### config.mk
export PLATFORM = sky130hd
export DESIGN_NAME = spare_signal_generator_flat
export DESIGN_NICKNAME = d
export VERILOG_FILES = /design/src/rtl/spare_signal_generator_if.sv /design/src/rtl/spare_signal_generator.sv /design/src/flat_wrapper.sv
export SDC_FILE = /design/constraint.sdc
export NUM_CORES = 1
export LEC_CHECK = 0
export ABC_AREA = 1
export BUFFER_PORTS_ARGS = -buffer_cell sky130_fd_sc_hd__buf_4
export CAP_MARGIN = 20
export CORE_ASPECT_RATIO = 2
export CORE_MARGIN = 4
export CORE_UTILIZATION = 55
export DETAILED_ROUTE_END_ITERATION = 6
export HOLD_SLACK_MARGIN = 0.15
export PLACE_DENSITY = 0.8
export SLEW_MARGIN = 5
export SYNTH_ARGS = -nofsm -noshare
export SYNTH_HDL_FRONTEND = slang
export SYNTH_SLANG_ARGS = --single-unit
### constraint.sdc
create_clock -name clk -period 1.8 [get_ports clk]
set_input_delay 0.09 -clock clk [delete_from_list [all_inputs] [get_ports clk]]
set_output_delay 0.09 -clock clk [all_outputs]
set_load 0.02 [all_outputs]
### src/rtl/spare_signal_generator_if.sv
// Candidate handshake bundle between the spare signal generator and its consumer.
// The generator owns valid and payload; the consumer owns ready.
interface spare_signal_generator_if #(
  parameter int unsigned DSSS_W = 8,
  parameter int unsigned RLSS_W = 4,
  parameter int unsigned IDX_W  = 16
);
  logic              cand_valid;
  logic              cand_ready;
  logic [DSSS_W-1:0] dsss;
  logic [RLSS_W-1:0] rlss;
  logic [IDX_W-1:0]  cand_idx;

  modport master (
    output cand_valid,
    output dsss,
    output rlss,
    output cand_idx,
    input  cand_ready
  );

  modport slave (
    input  cand_valid,
    input  dsss,
    input  rlss,
    input  cand_idx,
    output cand_ready
  );
endinterface

### src/rtl/spare_signal_generator.sv
// Spare signal generator: walks every DSSS word with DSSS_ONES set bits (outer loop) and every
// RLSS word with RLSS_ONES set bits (inner loop) in increasing order, one candidate per accepted
// beat. Optional feature macro: STOP_ON_HIT_EN -- when defined, a checker hit ends the run and
// latches the hit candidate into found_dsss/found_rlss; when undefined, hit is ignored and the
// found outputs are tied low.
module spare_signal_generator #(
  parameter int unsigned DSSS_W    = 8,
  parameter int unsigned DSSS_ONES = 4,
  parameter int unsigned RLSS_W    = 4,
  parameter int unsigned RLSS_ONES = 2,
  parameter int unsigned IDX_W     = 16
) (
  input  logic                    clk,
  input  logic                    rst_n,
  input  logic                    start,
  input  logic                    abort,
  input  logic                    hit,
  spare_signal_generator_if.master cand,
  output logic                    busy,
  output logic                    done,
  output logic                    found,
  output logic [DSSS_W-1:0]       found_dsss,
  output logic [RLSS_W-1:0]       found_rlss
);

  // Lowest legal word has the ones packed at the bottom, highest has them packed at the top.
  localparam logic [DSSS_W-1:0] DSSS_FIRST = DSSS_W'((64'd1 << DSSS_ONES) - 64'd1);
  localparam logic [DSSS_W-1:0] DSSS_LAST  = DSSS_FIRST << (DSSS_W - DSSS_ONES);
  localparam logic [RLSS_W-1:0] RLSS_FIRST = RLSS_W'((64'd1 << RLSS_ONES) - 64'd1);
  localparam logic [RLSS_W-1:0] RLSS_LAST  = RLSS_FIRST << (RLSS_W - RLSS_ONES);

  typedef enum logic [1:0] {
    StIdle,
    StRun,
    StDone
  } state_e;

  // Next larger word with the same popcount (Gosper's hack). The divide by the lowest set bit
  // is replaced by a right shift of its index.
  function automatic logic [31:0] next_combo(input logic [31:0] x);
    logic [31:0] low;
    logic [31:0] ripple;
    logic [31:0] ones;
    int          tz;
    low    = x & (~x + 32'd1);
    ripple = x + low;
    tz     = 0;
    for (int i = 31; i >= 0; i--) begin
      if (x[i]) tz = i;
    end
    ones = ((ripple ^ x) >> 2) >> tz;
    return ripple | ones;
  endfunction

  state_e            state_q;
  logic              valid_q;
  logic [DSSS_W-1:0] dsss_q;
  logic [RLSS_W-1:0] rlss_q;
  logic [IDX_W-1:0]  idx_q;
  logic              done_q;

  logic [DSSS_W-1:0] dsss_next;
  logic [RLSS_W-1:0] rlss_next;
  logic              last_pair;

`ifdef STOP_ON_HIT_EN
  logic              found_q;
  logic [DSSS_W-1:0] found_dsss_q;
  logic [RLSS_W-1:0] found_rlss_q;
  logic [DSSS_W-1:0] last_dsss_q;
  logic [RLSS_W-1:0] last_rlss_q;
`endif

  // Successor words and end-of-enumeration detect for the current candidate.
  always_comb begin
    dsss_next = DSSS_W'(next_combo(32'(dsss_q)));
    rlss_next = RLSS_W'(next_combo(32'(rlss_q)));
    last_pair = (dsss_q == DSSS_LAST) && (rlss_q == RLSS_LAST);
  end

  // Enumeration FSM with registered candidate, valid and done.
  always_ff @(posedge clk or negedge rst_n) begin
    if (!rst_n) begin
      state_q      <= StIdle;
      valid_q      <= 1'b0;
      dsss_q       <= '0;
      rlss_q       <= '0;
      idx_q        <= '0;
      done_q       <= 1'b0;
`ifdef STOP_ON_HIT_EN
      found_q      <= 1'b0;
      found_dsss_q <= '0;
      found_rlss_q <= '0;
      last_dsss_q  <= '0;
      last_rlss_q  <= '0;
`endif
    end else begin
      done_q <= 1'b0;
      unique case (state_q)
        StIdle: begin
          // abort wins over a coincident start
          if (start && !abort) begin
            state_q <= StRun;
            valid_q <= 1'b1;
            dsss_q  <= DSSS_FIRST;
            rlss_q  <= RLSS_FIRST;
            idx_q   <= '0;
`ifdef STOP_ON_HIT_EN
            found_q      <= 1'b0;
            found_dsss_q <= '0;
            found_rlss_q <= '0;
`endif
          end
        end
        StRun: begin
          if (abort) begin
            state_q <= StIdle;
            valid_q <= 1'b0;
          end
`ifdef STOP_ON_HIT_EN
          // The verdict refers to the previously accepted beat; any beat accepted now is dropped.
          else if (hit) begin
            state_q      <= StDone;
            valid_q      <= 1'b0;
            done_q       <= 1'b1;
            found_q      <= 1'b1;
            found_dsss_q <= last_dsss_q;
            found_rlss_q <= last_rlss_q;
          end
`endif
          else if (cand.cand_ready) begin
`ifdef STOP_ON_HIT_EN
            last_dsss_q <= dsss_q;
            last_rlss_q <= rlss_q;
`endif
            if (last_pair) begin
              state_q <= StDone;
              valid_q <= 1'b0;
              done_q  <= 1'b1;
            end else begin
              // RLSS is the inner loop; DSSS steps only when RLSS wraps.
              if (rlss_q == RLSS_LAST) begin
                rlss_q <= RLSS_FIRST;
                dsss_q <= dsss_next;
              end else begin
                rlss_q <= rlss_next;
              end
              idx_q <= idx_q + 1'b1;
            end
          end
        end
        StDone: begin
          state_q <= StIdle;
        end
        default: begin
          state_q <= StIdle;
          valid_q <= 1'b0;
        end
      endcase
    end
  end

  assign cand.cand_valid = valid_q;
  assign cand.dsss       = dsss_q;
  assign cand.rlss       = rlss_q;
  assign cand.cand_idx   = idx_q;
  assign busy            = (state_q != StIdle);
  assign done            = done_q;

`ifdef STOP_ON_HIT_EN
  assign found      = found_q;
  assign found_dsss = found_dsss_q;
  assign found_rlss = found_rlss_q;
`else
  logic unused_hit;
  assign unused_hit = hit;
  assign found      = 1'b0;
  assign found_dsss = '0;
  assign found_rlss = '0;
`endif

endmodule

### src/flat_wrapper.sv
// flat-port wrapper written by rule: the top's interface ports become plain ports
module spare_signal_generator_flat 
#(
  parameter int unsigned DSSS_W    = 8,
  parameter int unsigned DSSS_ONES = 4,
  parameter int unsigned RLSS_W    = 4,
  parameter int unsigned RLSS_ONES = 2,
  parameter int unsigned IDX_W     = 16
)
  (clk, rst_n, start, abort, hit, busy, done, found, found_dsss, found_rlss, cand_cand_valid, cand_dsss, cand_rlss, cand_cand_idx, cand_cand_ready);
  spare_signal_generator_if #(.DSSS_W(DSSS_W), .RLSS_W(RLSS_W), .IDX_W(IDX_W)) cand_i ();
  input  logic clk;
  input  logic rst_n;
  input  logic start;
  input  logic abort;
  input  logic hit;
  output logic busy;
  output logic done;
  output logic found;
  output logic [DSSS_W-1:0] found_dsss;
  output logic [RLSS_W-1:0] found_rlss;
  output wire logic [$bits(cand_i.cand_valid)-1:0] cand_cand_valid;
  output wire logic [$bits(cand_i.dsss)-1:0] cand_dsss;
  output wire logic [$bits(cand_i.rlss)-1:0] cand_rlss;
  output wire logic [$bits(cand_i.cand_idx)-1:0] cand_cand_idx;
  input wire logic [$bits(cand_i.cand_ready)-1:0] cand_cand_ready;
  assign cand_cand_valid = cand_i.cand_valid;
  assign cand_dsss = cand_i.dsss;
  assign cand_rlss = cand_i.rlss;
  assign cand_cand_idx = cand_i.cand_idx;
  assign cand_i.cand_ready = cand_cand_ready;
  spare_signal_generator #(.DSSS_W(DSSS_W), .DSSS_ONES(DSSS_ONES), .RLSS_W(RLSS_W), .RLSS_ONES(RLSS_ONES), .IDX_W(IDX_W)) u_core (.clk(clk), .rst_n(rst_n), .start(start), .abort(abort), .hit(hit), .cand(cand_i), .busy(busy), .done(done), .found(found), .found_dsss(found_dsss), .found_rlss(found_rlss));
endmodule
# Yosys cells after proc, flatten, opt, wreduce, memory -nomap -nowiden
# Cells that the tools add are included.
[classes]
addsub = 5
n_eq_ne = 11
n_shift = 2
muxes = 43
bitwise = 9
reduce_logical = 10
[op_table]
columns = ["cell", "n"]
rows = [
  ["two-way mux 32 bit", 7],
  ["adder 32 x 1 -> 32 bit (second input constant)", 2],
  ["two-way mux 16 bit", 4],
  ["two-way mux 8 bit", 5],
  ["adder 4 x 32 -> 32 bit", 1],
  ["adder 8 x 32 -> 32 bit", 1],
  ["bitwise AND 4 x 32 -> 32 bit", 1],
  ["bitwise AND 8 x 32 -> 32 bit", 1],
  ["inverter 4 -> 32 bit", 1],
  ["inverter 8 -> 32 bit", 1],
  ["one-hot mux 16 bit (2 select lines)", 1],
  [">> shifter 30 x 32 -> 8 bit", 1],
  ["bitwise XOR 32 x 4 -> 32 bit", 1],
  ["bitwise XOR 32 x 8 -> 32 bit", 1],
  [">> shifter 30 x 2 -> 4 bit", 1],
  ["two-way mux 4 bit", 5],
  ["adder 16 x 1 -> 16 bit (second input constant)", 1],
  ["two-way mux 2 bit", 8],
  ["one-hot mux 8 bit (2 select lines)", 1],
  ["== test 8 bit (second input constant)", 1],
  ["two-way mux 1 bit", 8],
  ["bitwise OR 8 bit", 1],
  ["one-hot mux 4 bit (2 select lines)", 1],
  ["inequality test 2 bit (second input constant)", 3],
  ["other kinds (19)", 22],
]
[totals]
ff_bits = 32
in_bits = 6
output_inout_bits = 44
wordCells = 86

# Depth between registers and ports, before layout
[logic_depth]
depth_word = 15
mapped_depth = 15
mapped_depth_nobuf = 14

# Least setup slack after synthesis
# Ideal clock, no wire load.
[synth_path]
path_type = "register -> register"
from = "register u_core.dsss_q[6], in the netlist u_core.cand.dsss[6]"
to = "register u_core.dsss_q[0], in the netlist u_core.cand.dsss[0]"
setup_ns = 0.120
arrival_time_ns = 1.557
t_required_ns = 1.680
setup_slack_ns = 0.123
path_stages_with_launch = 14
path_buffers = 1
period_less_slack_ns = 1.677
cell_sequence = "dfrtp_1 > buf_4 > inv_1 > nand2_1 > nand2_1 > nand2_1 > nand2_1 > nand2_1 > a21oi_4 > nand2_1 > nand2_1 > nand2_1 > a21oi_2 > a21oi_2"
[synth_via]
elab_chain_len = 14
elab_cells_between_ends = 23
classes_between = "2 x add/sub; 2 x eq/ne; 1 x shift; 12 x mux; 4 x bitwise; 2 x reduce/logical"
[synth_lines]
columns = ["element", "line_no", "rtl"]
rows = [
  ["start: declaration", "spare_signal_generator.sv:57", "logic [DSSS_W-1:0] dsss_q;"],
  ["start signal: assignment", "spare_signal_generator.sv:144", "dsss_q <= dsss_next;"],
  ["branches (longest 14 deep; another with adder 32 x 1 -> 32 bit)", "-", ""],
]
# Parallel ways; which one is timed is not known. The select of a mux whose other input is x is not followed.
# A chain may end at the register's enable or synchronous reset.

# Worst setup path in the final report
[layout_path]
from = "register u_core.dsss_q[2], in the netlist u_core.cand.dsss[2]"
to = "register u_core.dsss_q[0], in the netlist u_core.cand.dsss[0]"
[layout_via]
elab_chain_len = 12
elab_cells_between_ends = 19
classes_between = "2 x add/sub; 2 x eq/ne; 1 x shift; 8 x mux; 4 x bitwise; 2 x reduce/logical"
[layout_lines]
columns = ["element", "line_no", "rtl"]
rows = [
  ["inverter 8 -> 32 bit", "spare_signal_generator.sv:45", "low = x & (~x + 32'd1);"],
  ["adder 32 x 1 -> 32 bit", "spare_signal_generator.sv:45", ""],
  ["bitwise AND 8 x 32 -> 32 bit", "spare_signal_generator.sv:45", ""],
  ["adder 8 x 32 -> 32 bit", "spare_signal_generator.sv:46", "ripple = x + low;"],
  ["bitwise XOR 32 x 8 -> 32 bit", "spare_signal_generator.sv:51", "ones = ((ripple ^ x) >> 2) >> tz;"],
  [">> shifter 30 x 32 -> 8 bit", "spare_signal_generator.sv:51", ""],
  ["bitwise OR 8 bit", "spare_signal_generator.sv:52", "return ripple | ones;"],
  ["two-way mux 8 bit", "spare_signal_generator.sv:142", "if (rlss_q == RLSS_LAST) begin"],
  ["two-way mux 8 bit", "spare_signal_generator.sv:136", "if (last_pair) begin"],
  ["two-way mux 8 bit", "spare_signal_generator.sv:131", "else if (cand.cand_ready) begin"],
  ["two-way mux 8 bit", "spare_signal_generator.sv:116", "if (abort) begin"],
  ["one-hot mux 8 bit (2 select lines)", "spare_signal_generator.sv:99", "unique case (state_q)"],
]
# Several ways; a longest one is shown, not always the timed one. The select of a mux whose other input is x is not followed.

==> results_dict.tcl <==
set metrics [dict create \
    drive_gt1_share_pct 31.63 \
    area_growth_pct 30.14 \
    layout.cells.most_common_list "nand2_1, buf_4, inv_1, dfrtp_1, nand3_1" \
    crit_path_end_kind "flop" \
    ys.flop_type "dfrtp_1" \
    yosys_register_bits 32 \
    coreArea_sq_um 4170 \
    report.final.slew_viol_count 0 \
    root_buffer "clkbuf_8" \
    power.share.switching_pct 39.71 \
    hpwlAfterDp_microns 5147 \
    dr.pass1.iters 6 \
    die_h_microns 101.8 \
    cts_made_buffers 5 \
    drc_errors 0 \
    cts_tree "done" \
    min_path_type "in -> reg" \
    grtUsageTotal_pct 25.41 \
    viasPerCell 5.514 \
    netlist_instances 336 \
    power_frac_comb_pct 40.9 \
    num_rows 33 \
    crit_path_start "u_core.cand.dsss[2]" \
    r2r-start "u_core.cand.dsss[2]" \
    wl_per_cell_microns 15.17 \
    overflow 0 \
    htree_levels 2 \
    grt_setup_unrepaired "true" \
    power.density_nw_per_um2 867.9 \
    async_flop_share_pct 100.0 \
    start_util_pct 58.03 \
    num_antenna_cells 0 \
    gp_congestion 0.9640 \
    cts.sinks 32 \
    p_switching_w 0.001085 \
    r2r_slack_ns 0.04 \
    drv_cap 0 \
    max_freq_mhz 567.5 \
    die_w_microns 54.90 \
    fin_crit_ns 1.762 \
    boundaryPins 50 \
    cts.path.max_buffers 2 \
    path_clk_slew_ns 0.07 \
    drt-total-wl_microns 7023 \
    intPower_w 0.001648 \
    worstPathMaxFanout 5 \
    required_ns 2.02 \
    antenna_found_initial 0 \
    hold_viol_final 0 \
    vias 2553 \
    yosysWarningCount 0 \
    syn_avg_cell_area_sq_um 7.202 \
    synth_cell_types 44 \
    synth-seq-area-share_pct 33.09 \
    die_area_sq_um 5589 \
    pwr-share-seq_pct 33.6 \
    dp_slack_ns 0.02479 \
    instances_no_fill 463 \
    layout_commonest_cell "nand2_1" \
    grt_max_degree 33 \
    tns_ns 0 \
    num-fill-cells 332 \
    synth_edf_count 0 \
    post-route-period-util_pct 97.89 \
    reg2regPathDepth 11 \
    setup_viol 0 \
    worstSetupEndpoint "u_core.cand.dsss[0]" \
    path_class "reg -> reg" \
    setup_ws_ns 0.03802 \
    ant_nets 0 \
    cp-start-kind "flop" \
    syn_area_sq_um 2420 \
    first_global_vias 2413 \
    p_leak_nw 1.544 \
    io_buffers 35 \
    peakVddDrop_mv 0.7749 \
    status "completed" \
    drt_iter0_drc 63 \
    fin_nets 417 \
    hold_path_depth 4 \
    clockPowerShare_pct 25.5 \
    insertion_delay_ns 0.29 \
    fin_skew_ns 0.008009 \
    place_inst 439 \
    worstPathArrival_ns 1.98 \
    grt_pass1_wl_microns 10410 \
    r2r-end "u_core.cand.dsss[0]" \
]
==> Yosys cell counts, types with 2 or more instances <==
cell type	count	area, sq um
nor2_2	3	18.77
dfrtp_1	32	800.8
nand3_1	29	145.1
nor2_4	5	56.30
buf_2	2	10.01
nand2_2	2	12.51
inv_1	37	138.9
o21ai_0	17	85.08
a21oi_2	4	35.03
buf_4	15	112.6
nor2_1	24	90.09
nand2_4	3	33.78
o31ai_1	9	67.56
nand2_1	89	334.1
or2_2	2	12.51
o21ai_1	2	10.01
a21oi_1	8	40.04
xor2_1	9	78.83
nand4_1	7	43.79
nor3_1	10	50.05
nand3_2	2	20.02
inv_4	2	12.51
a21boi_2	2	22.52
==> metrics by stage <==
step	hold WS, ns	util [%]	power [W]	instance area, sq um
2_1_floorplan	-0.2056	-	0.001584	2465
3_3_place_gp	0.05134	67.72	0.001931	2824
3_5_place_dp	0.05944	67.72	0.001944	2824
4_1_cts	0.2418	71.05	0.002645	2963
5_1_grt	0.2380	75.52	0.002896	3149
6_report	0.2187	75.52	0.002733	3149
==> registers in the layout (all words and copies together), names as in the netlist <==
name / flops
u_core.state_q: 2
u_core.cand.rlss: 4
u_core.cand.cand_idx: 16
u_core.cand.cand_valid: 1
u_core.done: 1
u_core.cand.dsss: 8
==> repair_timing <==
action	4_1_cts	5_1_grt
resized for setup	1	28
endpoints found under the setup margin	1	12
hold endpoints to repair	34	0
hold buffers	3	0
setup buffers	0	13
pin swaps	0	12
==> critical path: stages (launching register included) <==
cell and delay (ns):
dfrtp_2 0.44, nor2_4 0.19, nand2_4 0.11, nor2_4 0.15, nand4_4 0.09, nand2_4 0.15, clkinv_4 0.08, nand2_4 0.10
nor2_4 0.07, inv_4 0.11, a21oi_4 0.04, a21oi_2 0.15
==> logic make-up (layout without fill, tap and decap cells) <==
logic type,after synthesis,in the layout,share of synthesized area (%)
flip-flops,32,32,33.09
other,1,13,0.1550
AO/OA/AOI/OAI,52,52,14.43
adder cells (fa/ha/maj),1,1,0.5170
AND/OR/NAND/NOR,181,181,36.09
XOR/XNOR,10,10,3.620
buffers and inverters,59,122,12.10
==> power by group through the flow <==
stage	Sequential [W]	Combinational, W	Clock (W)
global placement	0.000909	0.00102	0
global route	0.000932	0.00122	0.000740
CTS	0.000902	0.00105	0.000696
detailed placement	0.000911	0.00103	0
floorplan	0.000991	0.000592	0
finish	0.000918	0.00112	0.000698
==> area by class of cell <==
cell class | count | area, sq um | area share [%]
multi-input cells | 257 | 1453 | 46.13
flip-flops and latches | 32 | 807.0 | 25.63
repair buffers | 73 | 555.5 | 17.64
inverters | 41 | 161.4 | 5.125
clock buffers | 6 | 72.57 | 2.304
well taps | 52 | 65.06 | 2.066
clock inverters | 2 | 35.03 | 1.112
==> worst min path at each step <==
| stage | start | end | slack (ns) |
|---|---|---|---|
| final | start | u_core.state_q[0] | 0.22 |
| after global routing | start | u_core.state_q[0] | 0.24 |
| after CTS | start | u_core.state_q[0] | 0.24 |
| after detailed placement | rst_n | u_core.cand.cand_idx[5] | 0.06 |
| after global placement | rst_n | u_core.cand.cand_idx[5] | 0.05 |
| after floorplan | rst_n | u_core.cand.cand_idx[0] | -0.21 |
==> routing by layer <==
| metal | GRT usage [%] | part of all wire [%] |
|---|---|---|
| met1 | 23.28 | 33 |
| met2 | 48.63 | 58 |
| met3 | 3.093 | 4.0 |
| met4 | 14.98 | 5.3 |
| met5 | 0 | 0 |
No activity file was read; power rests on OpenSTA's default activity.
